`src/rtl/vga_rx.sv`:
```
// rtl/vga_rx.sv - VGA stream receiver: locks pixel/line counters to sync and emits coordinate-tagged samples
module vga_rx #(
    parameter int   CLK_PER_PIX = 4,
    parameter int   H_DISPLAY   = 640,
    parameter int   H_FRONT     = 16,
    parameter int   H_SYNC      = 96,
    parameter int   H_BACK      = 48,
    parameter int   V_DISPLAY   = 480,
    parameter int   V_FRONT     = 10,
    parameter int   V_SYNC      = 2,
    parameter int   V_BACK      = 33,
    parameter logic SYNC_POL    = 1'b1
) (
    input  logic       clk,
    input  logic       reset,
    input  logic       hsync_i,
    input  logic       vsync_i,
    input  logic [2:0] rgb_i,
    input  logic       err_clr,
    output logic       pix_valid,
    output logic [9:0] pix_x,
    output logic [9:0] pix_y,
    output logic [2:0] rgb_o,
    output logic       frame_start,
    output logic       locked,
    output logic       err_h,
    output logic       err_v
);
    localparam int            PW     = (CLK_PER_PIX > 1) ? $clog2(CLK_PER_PIX) : 1;
    localparam logic [PW-1:0] PH_MAX = PW'(CLK_PER_PIX - 1);
    localparam logic [PW-1:0] PH_ONE = PW'(1);
    localparam logic [9:0]    H_MAX  = 10'(H_DISPLAY + H_FRONT + H_SYNC + H_BACK - 1);
    localparam logic [9:0]    V_MAX  = 10'(V_DISPLAY + V_FRONT + V_SYNC + V_BACK - 1);
    localparam logic [9:0]    H_REF  = 10'(H_DISPLAY + H_FRONT);
    localparam logic [9:0]    V_REF  = 10'(V_DISPLAY + V_FRONT);
    localparam logic [9:0]    H_VIS  = 10'(H_DISPLAY);
    localparam logic [9:0]    V_VIS  = 10'(V_DISPLAY);

    typedef enum logic [1:0] {SEARCH, ACQUIRE, LOCKED} state_e;

    state_e        state_q, state_d;
    logic [1:0]    hs_sync_q, vs_sync_q;
    logic          hs_prev_q, vs_prev_q;
    logic [2:0]    rgb_s1_q, rgb_s2_q;
    logic [PW-1:0] ph_q, ph_d, ph_run;
    logic [9:0]    hc_q, hc_d, hc_run;
    logic [9:0]    vc_q, vc_d, vc_run;
    logic          err_h_q, err_h_d, err_v_q, err_v_d;
    logic          pix_valid_q, frame_start_q;
    logic [9:0]    pix_x_q, pix_y_q;
    logic [2:0]    rgb_q;
    logic          hs_edge, vs_edge, at_h_ref, at_v_ref, h_mis, v_mis, sample;

    assign hs_edge  = (hs_sync_q[1] == SYNC_POL) && (hs_prev_q != SYNC_POL);
    assign vs_edge  = (vs_sync_q[1] == SYNC_POL) && (vs_prev_q != SYNC_POL);
    assign at_h_ref = (ph_q == '0) && (hc_q == H_REF);
    assign at_v_ref = (ph_q == '0) && (hc_q == '0) && (vc_q == V_REF);
    // A mismatch is either an edge off its reference point or a reference point without its edge
    assign h_mis    = hs_edge != at_h_ref;
    assign v_mis    = vs_edge != at_v_ref;
    assign sample   = (state_q == LOCKED) && (ph_q == '0) && (hc_q < H_VIS) && (vc_q < V_VIS);

    always_comb begin
        ph_run = (ph_q == PH_MAX) ? '0 : ph_q + PH_ONE;
        hc_run = hc_q;
        vc_run = vc_q;
        if (ph_q == PH_MAX) begin
            hc_run = (hc_q == H_MAX) ? '0 : hc_q + 10'd1;
            if (hc_q == H_MAX) begin
                vc_run = (vc_q == V_MAX) ? '0 : vc_q + 10'd1;
            end
        end
    end

    always_comb begin
        state_d = state_q;
        ph_d    = ph_run;
        hc_d    = hc_run;
        vc_d    = vc_run;
        err_h_d = err_h_q & ~err_clr;
        err_v_d = err_v_q & ~err_clr;
        if (vs_edge) begin
            ph_d = PH_ONE;
            hc_d = '0;
            vc_d = V_REF;
        end else if (hs_edge) begin
            ph_d = PH_ONE;
            hc_d = H_REF;
        end
        unique case (state_q)
            SEARCH: begin
                if (vs_edge) begin
                    state_d = ACQUIRE;
                end else begin
                    ph_d = '0;
                    hc_d = '0;
                    vc_d = '0;
                end
            end
            ACQUIRE: begin
                if (vs_edge && at_v_ref) state_d = LOCKED;
            end
            LOCKED: begin
                if (h_mis) err_h_d = 1'b1;
                if (v_mis) err_v_d = 1'b1;
                if (h_mis || v_mis) state_d = ACQUIRE;
            end
            default: state_d = SEARCH;
        endcase
    end

    always_ff @(posedge clk or negedge reset) begin
        if (!reset) begin
            state_q       <= SEARCH;
            hs_sync_q     <= '0;
            vs_sync_q     <= '0;
            hs_prev_q     <= 1'b0;
            vs_prev_q     <= 1'b0;
            rgb_s1_q      <= '0;
            rgb_s2_q      <= '0;
            ph_q          <= '0;
            hc_q          <= '0;
            vc_q          <= '0;
            err_h_q       <= 1'b0;
            err_v_q       <= 1'b0;
            pix_valid_q   <= 1'b0;
            frame_start_q <= 1'b0;
            pix_x_q       <= '0;
            pix_y_q       <= '0;
            rgb_q         <= '0;
        end else begin
            state_q       <= state_d;
            hs_sync_q     <= {hs_sync_q[0], hsync_i};
            vs_sync_q     <= {vs_sync_q[0], vsync_i};
            hs_prev_q     <= hs_sync_q[1];
            vs_prev_q     <= vs_sync_q[1];
            rgb_s1_q      <= rgb_i;
            rgb_s2_q      <= rgb_s1_q;
            ph_q          <= ph_d;
            hc_q          <= hc_d;
            vc_q          <= vc_d;
            err_h_q       <= err_h_d;
            err_v_q       <= err_v_d;
            pix_valid_q   <= sample;
            frame_start_q <= sample && (hc_q == '0) && (vc_q == '0);
            if (sample) begin
                pix_x_q <= hc_q;
                pix_y_q <= vc_q;
                rgb_q   <= rgb_s2_q;
            end
        end
    end

    assign pix_valid   = pix_valid_q;
    assign pix_x       = pix_x_q;
    assign pix_y       = pix_y_q;
    assign rgb_o       = rgb_q;
    assign frame_start = frame_start_q;
    assign locked      = (state_q == LOCKED);
    assign err_h       = err_h_q;
    assign err_v       = err_v_q;
endmodule

```
`config.mk`:
```
export PLATFORM = sky130hd
export DESIGN_NAME = vga_rx
export DESIGN_NICKNAME = d
export VERILOG_FILES = /design/src/rtl/vga_rx.sv
export SDC_FILE = /design/constraint.sdc
export NUM_CORES = 1
export LEC_CHECK = 0
export CORE_MARGIN = 3
export CORE_UTILIZATION = 61
export CTS_BUF_LIST = sky130_fd_sc_hd__clkbuf_8
export DETAILED_ROUTE_END_ITERATION = 6
export PLACE_DENSITY = 0.87
export SYNTH_ARGS = -nofsm -noshare
export SYNTH_HDL_FRONTEND = slang
export SYNTH_SLANG_ARGS = --single-unit
```
`constraint.sdc`:
```
create_clock -name clk -period 4.9 [get_ports clk]
set_input_delay 0.98 -clock clk [delete_from_list [all_inputs] [get_ports clk]]
set_output_delay 0.98 -clock clk [all_outputs]
set_load 0.02 [all_outputs]
```
==> results.txt, run 1 <==
* Outcome: finished clean
- Share of the synthesized area in the top cell type: 55.9%
- The synthesized netlist devotes 3.55% of its cell area to adder and majority cells.
- Data arrives at the worst endpoint at 1630 ps.
* Post-CTS setup-driven buffer insertion count: 0
- Subtracting the final worst setup slack from the clock period gives 2610 ps.
* Share of synthesized area spent on multiplexers: 8.29%
- Chip width: 74.0 um
- The count of nets left with antenna violations once routing finished came out at 0.
* Worst setup slack after layout: 2290 ps
* Number of buffers between clock root and the deepest sink: 2
* Design Area, Final: 0.00339 mm^2
- Derived from the worst setup path, the maximum achievable clock frequency is 384 MHz.
* Pin count of the biggest net entering global routing: 64
* Unrepaired setup endpoints after global routing: false
- Setup violations remaining at the end of the flow were counted as 0.
- Antenna Cells: 0
- Signed area change from the synthesized netlist to the final layout: 20.0%
- Across every metal layer, demand over resource in global routing totals about 23%.
- Synthesis produced a netlist whose cell count is 250.
- Library cell with the largest summed area after synthesis: sky130_fd_sc_hd__dfrtp_1
* Xor/xnor share of the synthesized area: 3.10%
- In this run the worst setup path begins at state_q[0].
- Summing all placed instances gives a cell area of 0.00317 mm^2.
- After floorplanning, the core was divided into 24 placement rows.
* WP data required: 3920 ps
- CTS tree: done
- For this design the ratio of total power to cell area is 394 mW/mm^2.
- TritonCTS buffer count: 9
- Final hold slack: 349 ps
- Of all nets on the critical path, the largest fanout is 5.
- Reg-to-reg slack, setup: 2570 ps
* Post-layout power: ~1.3 mW
- The initial utilization of the core area, before any placement, comes to 63.9%.
- The number of pins exceeding their max-slew limit in the final report came to 0.
* Final TNS setup: 0 ps
- In the final routed layout, each cell accounts on average for 16.5 um.
* Area of the core region: 0.00441 mm^2
* Per-instance average area after synthesis: 11.3 um^2
* Post-DP HPWL: 3.71 mm
- At the end of the flow, the number of nets in the layout was 300.
- The tree is rooted in a sky130_fd_sc_hd__clkbuf_8.
- By instance count, the leading cell after synthesis is sky130_fd_sc_hd__dfrtp_1.
* First-pass GRT wire length: 9.14 mm
- The startpoint identified for the worst register-to-register timing path is hc_q[5].
- The finished layout holds 341 standard cells, fillers aside.
- STA classifies the critical path endpoint as an output pin.
- Main flop type after synthesis: sky130_fd_sc_hd__dfrtp_1
- Synthesis inferred 63 register bits.
* Total number of yosys warnings: 0
- The first detailed-routing pass ran for 4 iterations.
* Post-synth net total: approximately 270
- Fill cells in the final layout number 292.
* CTS Sinks: between 60 and 70
- Clock transition at the registers of the reported paths: 70 ps
* Main area contributors after synthesis: sky130_fd_sc_hd__dfrtp_1 56%, sky130_fd_sc_hd__mux2_2 7.6%, sky130_fd_sc_hd__ha_1 3.5%
- After synthesis the cells add up to 0.00282 mm^2.
* Number of different library cells in the post-synthesis netlist: between 40 and 50
- Gr ovfl total: 0
- After detailed routing, the number of vias per cell comes to 5.93.
- Share of cells above drive strength 1: around 14%
- The clock reaches the later pin of the worst-skew pair after around 350 ps.
* Simple-gate share of the synthesized area: 17.7%
- At the pin with the least slew margin, the transition time is around 750 ps.
- Combinational family with the most area after synthesis: simple AND/OR/NAND/NOR gates
- In this run the worst hold path is classified as register to register.
- The count of final hold-check violations came to 0.
- In this run the vertical extent of the chip is 74.0 um.
* Hold buffer count at cts: 0
* Final core utilization: 76.7%
- The number of antenna violations at the first check in global routing came to 0.
- Area of the die: around 0.0055 mm^2
- Top-Level Pins: 36
- The congestion estimate from routability-driven global placement came to 0.908.
* Commonest cells post-synth: 63 x sky130_fd_sc_hd__dfrtp_1, 21 x sky130_fd_sc_hd__nand2_1, 19 x sky130_fd_sc_hd__mux2_2, 16 x sky130_fd_sc_hd__nor2_1, 12 x sky130_fd_sc_hd__nand3_1
- Final cycle utilization of the critical path: 53.2%
* Max cap viols: 0
- Post-synth EDFFs: 0
- The via count of the first global-routing pass is 1,911.
* Placed insts: ~330
- Final setup skew: 7.50 ps
* Static leakage: roughly 1.6 nW
* Worst setup path endpoint: locked
* Depth of the CTS H-tree: 3
- In this run the critical register-to-register path is captured at state_q[0].
* Setup slack at placement: ~2600 ps
- Detailed-route via count: roughly 2.0k
* Critical path class: register to output pin
- After the first detailed-routing iteration, the DRC count stood at 238.
* PostCTS Resize Cnt: 0
- Measured against its own limit, the worst slew margin works out to about half.
- Number of remaining DRC errors: 0
- Final Routed Wirelength: about 5.6 mm
- # port buffers: 35
- Depth of the worst register-to-register path: 8
* Element type at the critical path start: register
- Complex-gate fraction of the synthesized area: 7.41%
- Share of async-settable or async-resettable flops after synthesis: 100%
* Sequential fraction of the synthesis area: a little under three fifths
- IR analysis of the VDD net gives a maximum drop of 249 uV.
-- state kept, by name (all words and copies together), names as in the netlist --
register,cells
rgb_s1_q,3
hs_sync_q,2
pix_x,10
rgb_s2_q,3
frame_start,1
ph_q,2
vs_prev_q,1
err_v,1
pix_y,10
rgb_o,3
hc_q,10
vc_q,10
vs_sync_q,2
err_h,1
pix_valid,1
state_q,2
hs_prev_q,1
-- critical path, cell delays in order, from the launching register on --
cell and delay (ps):
sky130_fd_sc_hd__dfrtp_1 410, sky130_fd_sc_hd__and2b_1 260, sky130_fd_sc_hd__clkdlybuf4s50_1 620
-- cell families after synthesis --
family,after synthesis
AO/OA/AOI/OAI,32
XOR/XNOR,10
adder cells (fa/ha/maj),8
buffers and inverters,25
flip-flops,63
multiplexers,21
AND/OR/NAND/NOR,91
-- layout make-up --
type                    instances  area, um^2  share of cell area [%]
repair buffers                 37         360                    10.6
inverters                      11        41.3                    1.22
multi-input cells             162        1130                    33.4
clock buffers                   9         124                    3.66
clock inverters                 7        88.8                    2.62
well taps                      52        65.1                    1.92
flip-flops and latches         63        1580                    46.5
-- worst min path at each step --
stage / start / end / slack, ps / cells past startpoint
6_report: rgb_s1_q[2] / rgb_s2_q[2] / 350 / 0
5_1_grt: vs_sync_q[0] / vs_sync_q[1] / 370 / 0
4_1_cts: rgb_s1_q[2] / rgb_s2_q[2] / 350 / 0
3_5_place_dp: rgb_s1_q[2] / rgb_s2_q[2] / 340 / 0
3_3_place_gp: rgb_s1_q[0] / rgb_s2_q[0] / 330 / 0
2_1_floorplan: hs_sync_q[0] / hs_sync_q[1] / 330 / 0
-- per-layer routing --
metal  track usage [%]  part of all wire [%]
met4              12.1                   2.4
met3              6.35                   6.2
met2              34.4                    49
met1              29.8                    43
met5                 0                     0
-- cells in the final DEF, fill, tap and decap left out, drive strengths merged, types with 9 or more instances in the layout --
cell | Yosys | routed
nand3 | 12 | 12
inv | 11 | 12
nor2 | 16 | 16
o21ai | 9 | 9
dfrtp | 63 | 63
clkbuf | 4 | 9
clkdlybuf4s50 | 0 | 34
nand2 | 21 | 21
mux2 | 19 | 19
-- report_power, final --
group | internal, mW | leakage, nW | switching, mW | total, mW
combinational | 0.0880 | 0.626 | 0.120 | 0.208
sequential | 0.570 | 0.818 | 0.0744 | 0.645
clock | 0.282 | 0.106 | 0.198 | 0.480
total | 0.941 | 1.55 | 0.393 | 1.33
(Power assumes the default switching activity.)
==> run 2: changes to the inputs <==
--- a/config.mk
+++ b/config.mk
@@ -6,10 +6,10 @@
 export NUM_CORES = 1
 export LEC_CHECK = 0
 export CORE_MARGIN = 3
-export CORE_UTILIZATION = 61
+export CORE_UTILIZATION = 57
 export CTS_BUF_LIST = sky130_fd_sc_hd__clkbuf_8
 export DETAILED_ROUTE_END_ITERATION = 6
-export PLACE_DENSITY = 0.87
+export PLACE_DENSITY = 0.82
 export SYNTH_ARGS = -nofsm -noshare
 export SYNTH_HDL_FRONTEND = slang
 export SYNTH_SLANG_ARGS = --single-unit
==> constraint.sdc (replaced) <==
create_clock -name clk -period 2.4 [get_ports clk]
set_input_delay 0.48 -clock clk [delete_from_list [all_inputs] [get_ports clk]]
set_output_delay 0.48 -clock clk [all_outputs]
set_load 0.02 [all_outputs]
==> run 2 against run 1 <==
Against the previous run: via count down 0.74%; die area up 6.4%; non-clock buffer count up 4; clock skew about the same; largest cell class unchanged; core utilization down 1.1 points; clock power up 110%; global-route usage down 2.4 points.
==> results.txt, run 2 (synthesis results as in run 1) <==
- The run finished with clean final reports.
- The placed cell area is 0.00322 mm^2 (+1.5%).
* Core Rows: 24 (unchanged)
* Element type at the critical path start: register
* Power per cell area: 800 mW/mm^2 (+100%)
* Worst path arrival time: 2460 ps (+830 ps)
- The area enclosed by the die boundary was 0.00583 mm^2 (+6.4%).
* Static leakage: 1.59 nW (+2.3%)
* Number of inserted filler cells in the final layout: 337 (+15%)
* DRC marker count from the first detailed-route iteration: 130 (-45%)
- Area occupied by multi-input gates: 0.00114 mm^2 (+0.55%)
- The all-layer global routing usage was 20.3% (-2.4 points).
- The number of antenna violations at the first check in global routing came to 0 (unchanged).
- Comb pwr share: 15.9% (+0.3 points)
- The share of layout cells above drive strength 1 is 15.4% (+1.2 points).
- The relative slew slack is 66.9% (+17 points).
* Vias in the first global route: 2,020 (+5.7%)
- The area of the placeable core came to 0.00456 mm^2 (+3.4%).
- The number of buffers inserted during clock tree synthesis was 9 (unchanged).
* Number of buffers between clock root and the deepest sink: 2 (unchanged)
- The number of antenna-violating nets in the routed design is 0 (unchanged).
- TritonCTS built the clock tree.
- Portion of total power attributed to sequential cells: 47.1% (-1.3 points)
- Chip width: 76.4 um (+3.2%)
* Detail-routed via count per cell: 5.61 (-5.5%)
- Cell chosen for the clock root: sky130_fd_sc_hd__clkbuf_8
- The post-route cell area was 0.00345 mm^2 (+1.9%).
- The remaining routing DRC violations came to 0 (unchanged).
- Highest-delay cell along the critical path: sky130_fd_sc_hd__dfrtp_1
- Clock power share: 37.0% (+1.0 points)
- The tightest min-delay check is of the input pin to asynchronous set/reset pin type.
- The number of endpoints failing setup at the final stage is 0 (unchanged).
* Max VDD drop: 451 uV (+81%)
- The switching part of the total power came to 28.1% (-1.4 points).
- Power Internal: 1.99 mW (+110%)
- Max cap viols: 0 (unchanged)
* Critical path capture point type: register
- The starting density of the core is 61.8% (-2.1 points).
- Hold buffer count at cts: 0 (unchanged)
* Gr ovfl total: 0 (unchanged)
- Pin count of the biggest net entering global routing: 25 (-61%)
- The post-detailed-routing wire length came to 5.50 mm (-2.3%).
* Final net count: 304 (+1.3%)
- The critical path goes through nor4_2 -> nand4b_1 -> nor3_1 -> ha_1 -> nor2b_1 -> nand2_1 -> mux2i_1 -> mux2_2.
* Final setup skew: 7.51 ps (+0.0146 ps)
- The setup slack of the worst register-to-register path was 210 ps (-2360 ps).
* Depth of the CTS H-tree: 3 (unchanged)
* Post-DP HPWL: 3.77 mm (+1.5%)
* CP peak stage delay: 480 ps (-140 ps)
- Leaving out fill and tap cells, the most frequent cells in the layout are 63 x sky130_fd_sc_hd__dfrtp_1, 34 x sky130_fd_sc_hd__clkdlybuf4s50_1, 21 x sky130_fd_sc_hd__nand2_1, 19 x sky130_fd_sc_hd__mux2_2, 16 x sky130_fd_sc_hd__nor2_1.
- CTS Sinks: 63 (unchanged)
- The critical path in this run is classified as register to register.
- Clock Latency Late Sink: 330 ps (-20 ps)
- The buffers plus inverters on the worst setup path came to 0 (-1).
* Placed insts: 342 (+5.2%)
* CP delay by family, top: simple AND/OR/NAND/NOR gates
- The boundary pin count was 36 (unchanged).
- The number of input and output port buffers inserted is 35 (unchanged).
- Antenna Cells: 0 (unchanged)
- The area used by sequential logic in the layout was 0.00158 mm^2 (unchanged).
- WP data required: 2670 ps (-1250 ps)
- The library cell used most frequently in the layout, excluding fill and tap cells, is sky130_fd_sc_hd__dfrtp_1.
- Number of standard cells in the final layout excluding fillers: 358 (+5.0%)
- Transition at the pin with the smallest max-transition slack: 495 ps (-259 ps)
- The clock slew at the register clock pins of the worst setup and hold paths is 70 ps (about the same).
- Number of detailed-routing iterations run before antenna repair: 4 (unchanged)
- Final cycle utilization of the critical path: 91.3%
* Die height: 76.4 um (+3.2%)
- Signed area change from the synthesized netlist to the final layout: 22.3%
- Per-cell routed wire length: 15.4 um (-6.9%)
* Final TNS setup: 0 ps (unchanged)
* Net Sw Power: 0.774 mW (+97%)
- The number of pins exceeding their max-slew limit in the final report was 0 (unchanged).
- Maximum fanout count along the critical path: 7 (+2)
- Detailed-route via count: 2,008 (-0.74%)
* Final estimated routing congestion in global placement: 0.952 (+4.8%)
- For this run, the top clock speed supported by timing is 456 MHz.
- The first-pass GRT wire length was 9.34 mm (+2.2%).
* Final period demand of the worst path: ~2200 ps
* Hold Vio Cnt, Final: 0 (unchanged)
-- run 2: cell count changes in the layout (fill, tap and decap cells not counted) --
cell,before,now
sky130_fd_sc_hd__buf_4,2,6
sky130_fd_sc_hd__clkinv_2,2,1
sky130_fd_sc_hd__nor4_1,4,3
sky130_fd_sc_hd__clkinvlp_4,2,0
sky130_fd_sc_hd__clkbuf_8,9,11
sky130_fd_sc_hd__nor4_2,0,1
sky130_fd_sc_hd__inv_1,12,13
-- run 2: repair_timing --
action	4_1_cts	5_1_grt
resized for setup	0	1
endpoints found under the setup margin	0	2
setup buffers	0	0
-- run 2: cell type report --
class / instances / share of cell area, %
Sequential cell: 63 / 45.7
Multi-Input combinational cell: 162 / 33.0
Clock buffer: 11 / 4.39
Inverter: 11 / 1.20
Tap cell: 65 / 2.36
Timing Repair Buffer: 41 / 11.3
Clock inverter: 5 / 2.10
-- run 2: stage by stage --
step / worst slack (ps) / util [%] / hold WS, ps / total power, mW
final: 209 / 75.6 / 109 / 2.76
after global routing: -14.0 / 75.6 / 141 / 2.90
after CTS: 94.2 / 75.5 / 117 / 2.77
after detailed placement: 120 / 70.6 / 336 / 1.75
after global placement: 280 / 70.6 / 335 / 1.73
after floorplan: 458 / - / 184 / 1.60
-- run 2: worst paths after layout --
| check | from | to | depth (start not counted) |
|---|---|---|---|
| setup / recovery | hc_q[6] | state_q[1] | 8 |
| hold / removal | reset | hc_q[8] | 1 |
| setup reg to reg | hc_q[6] | state_q[1] | 8 |
| hold reg to reg | rgb_s1_q[2] | rgb_s2_q[2] | 0 |
| max in group asynchronous | reset | state_q[0] | 2 |
| min in group clk | rgb_s1_q[2] | rgb_s2_q[2] | 0 |
-- run 2: layer usage --
metal / wire length [um] / up-vias / GRT usage, % / share of wire [%]
li1: - / 961 / - / -
met1: 2620 / 977 / 27.4 / 48
met2: 2550 / 62 / 31.3 / 46
met3: 250 / 8 / 4.02 / 4.5
met4: 87 / 0 / 10.1 / 1.6
met5: 0 / - / 0 / 0
-- run 2: power by group through the flow --
stage / Combinational (mW) / Sequential, mW / Clock (mW)
global route: 0.498 / 1.32 / 1.08
floorplan: 0.327 / 1.27 / 0
CTS: 0.442 / 1.30 / 1.03
finish: 0.439 / 1.30 / 1.02
global placement: 0.414 / 1.31 / 0
detailed placement: 0.430 / 1.32 / 0
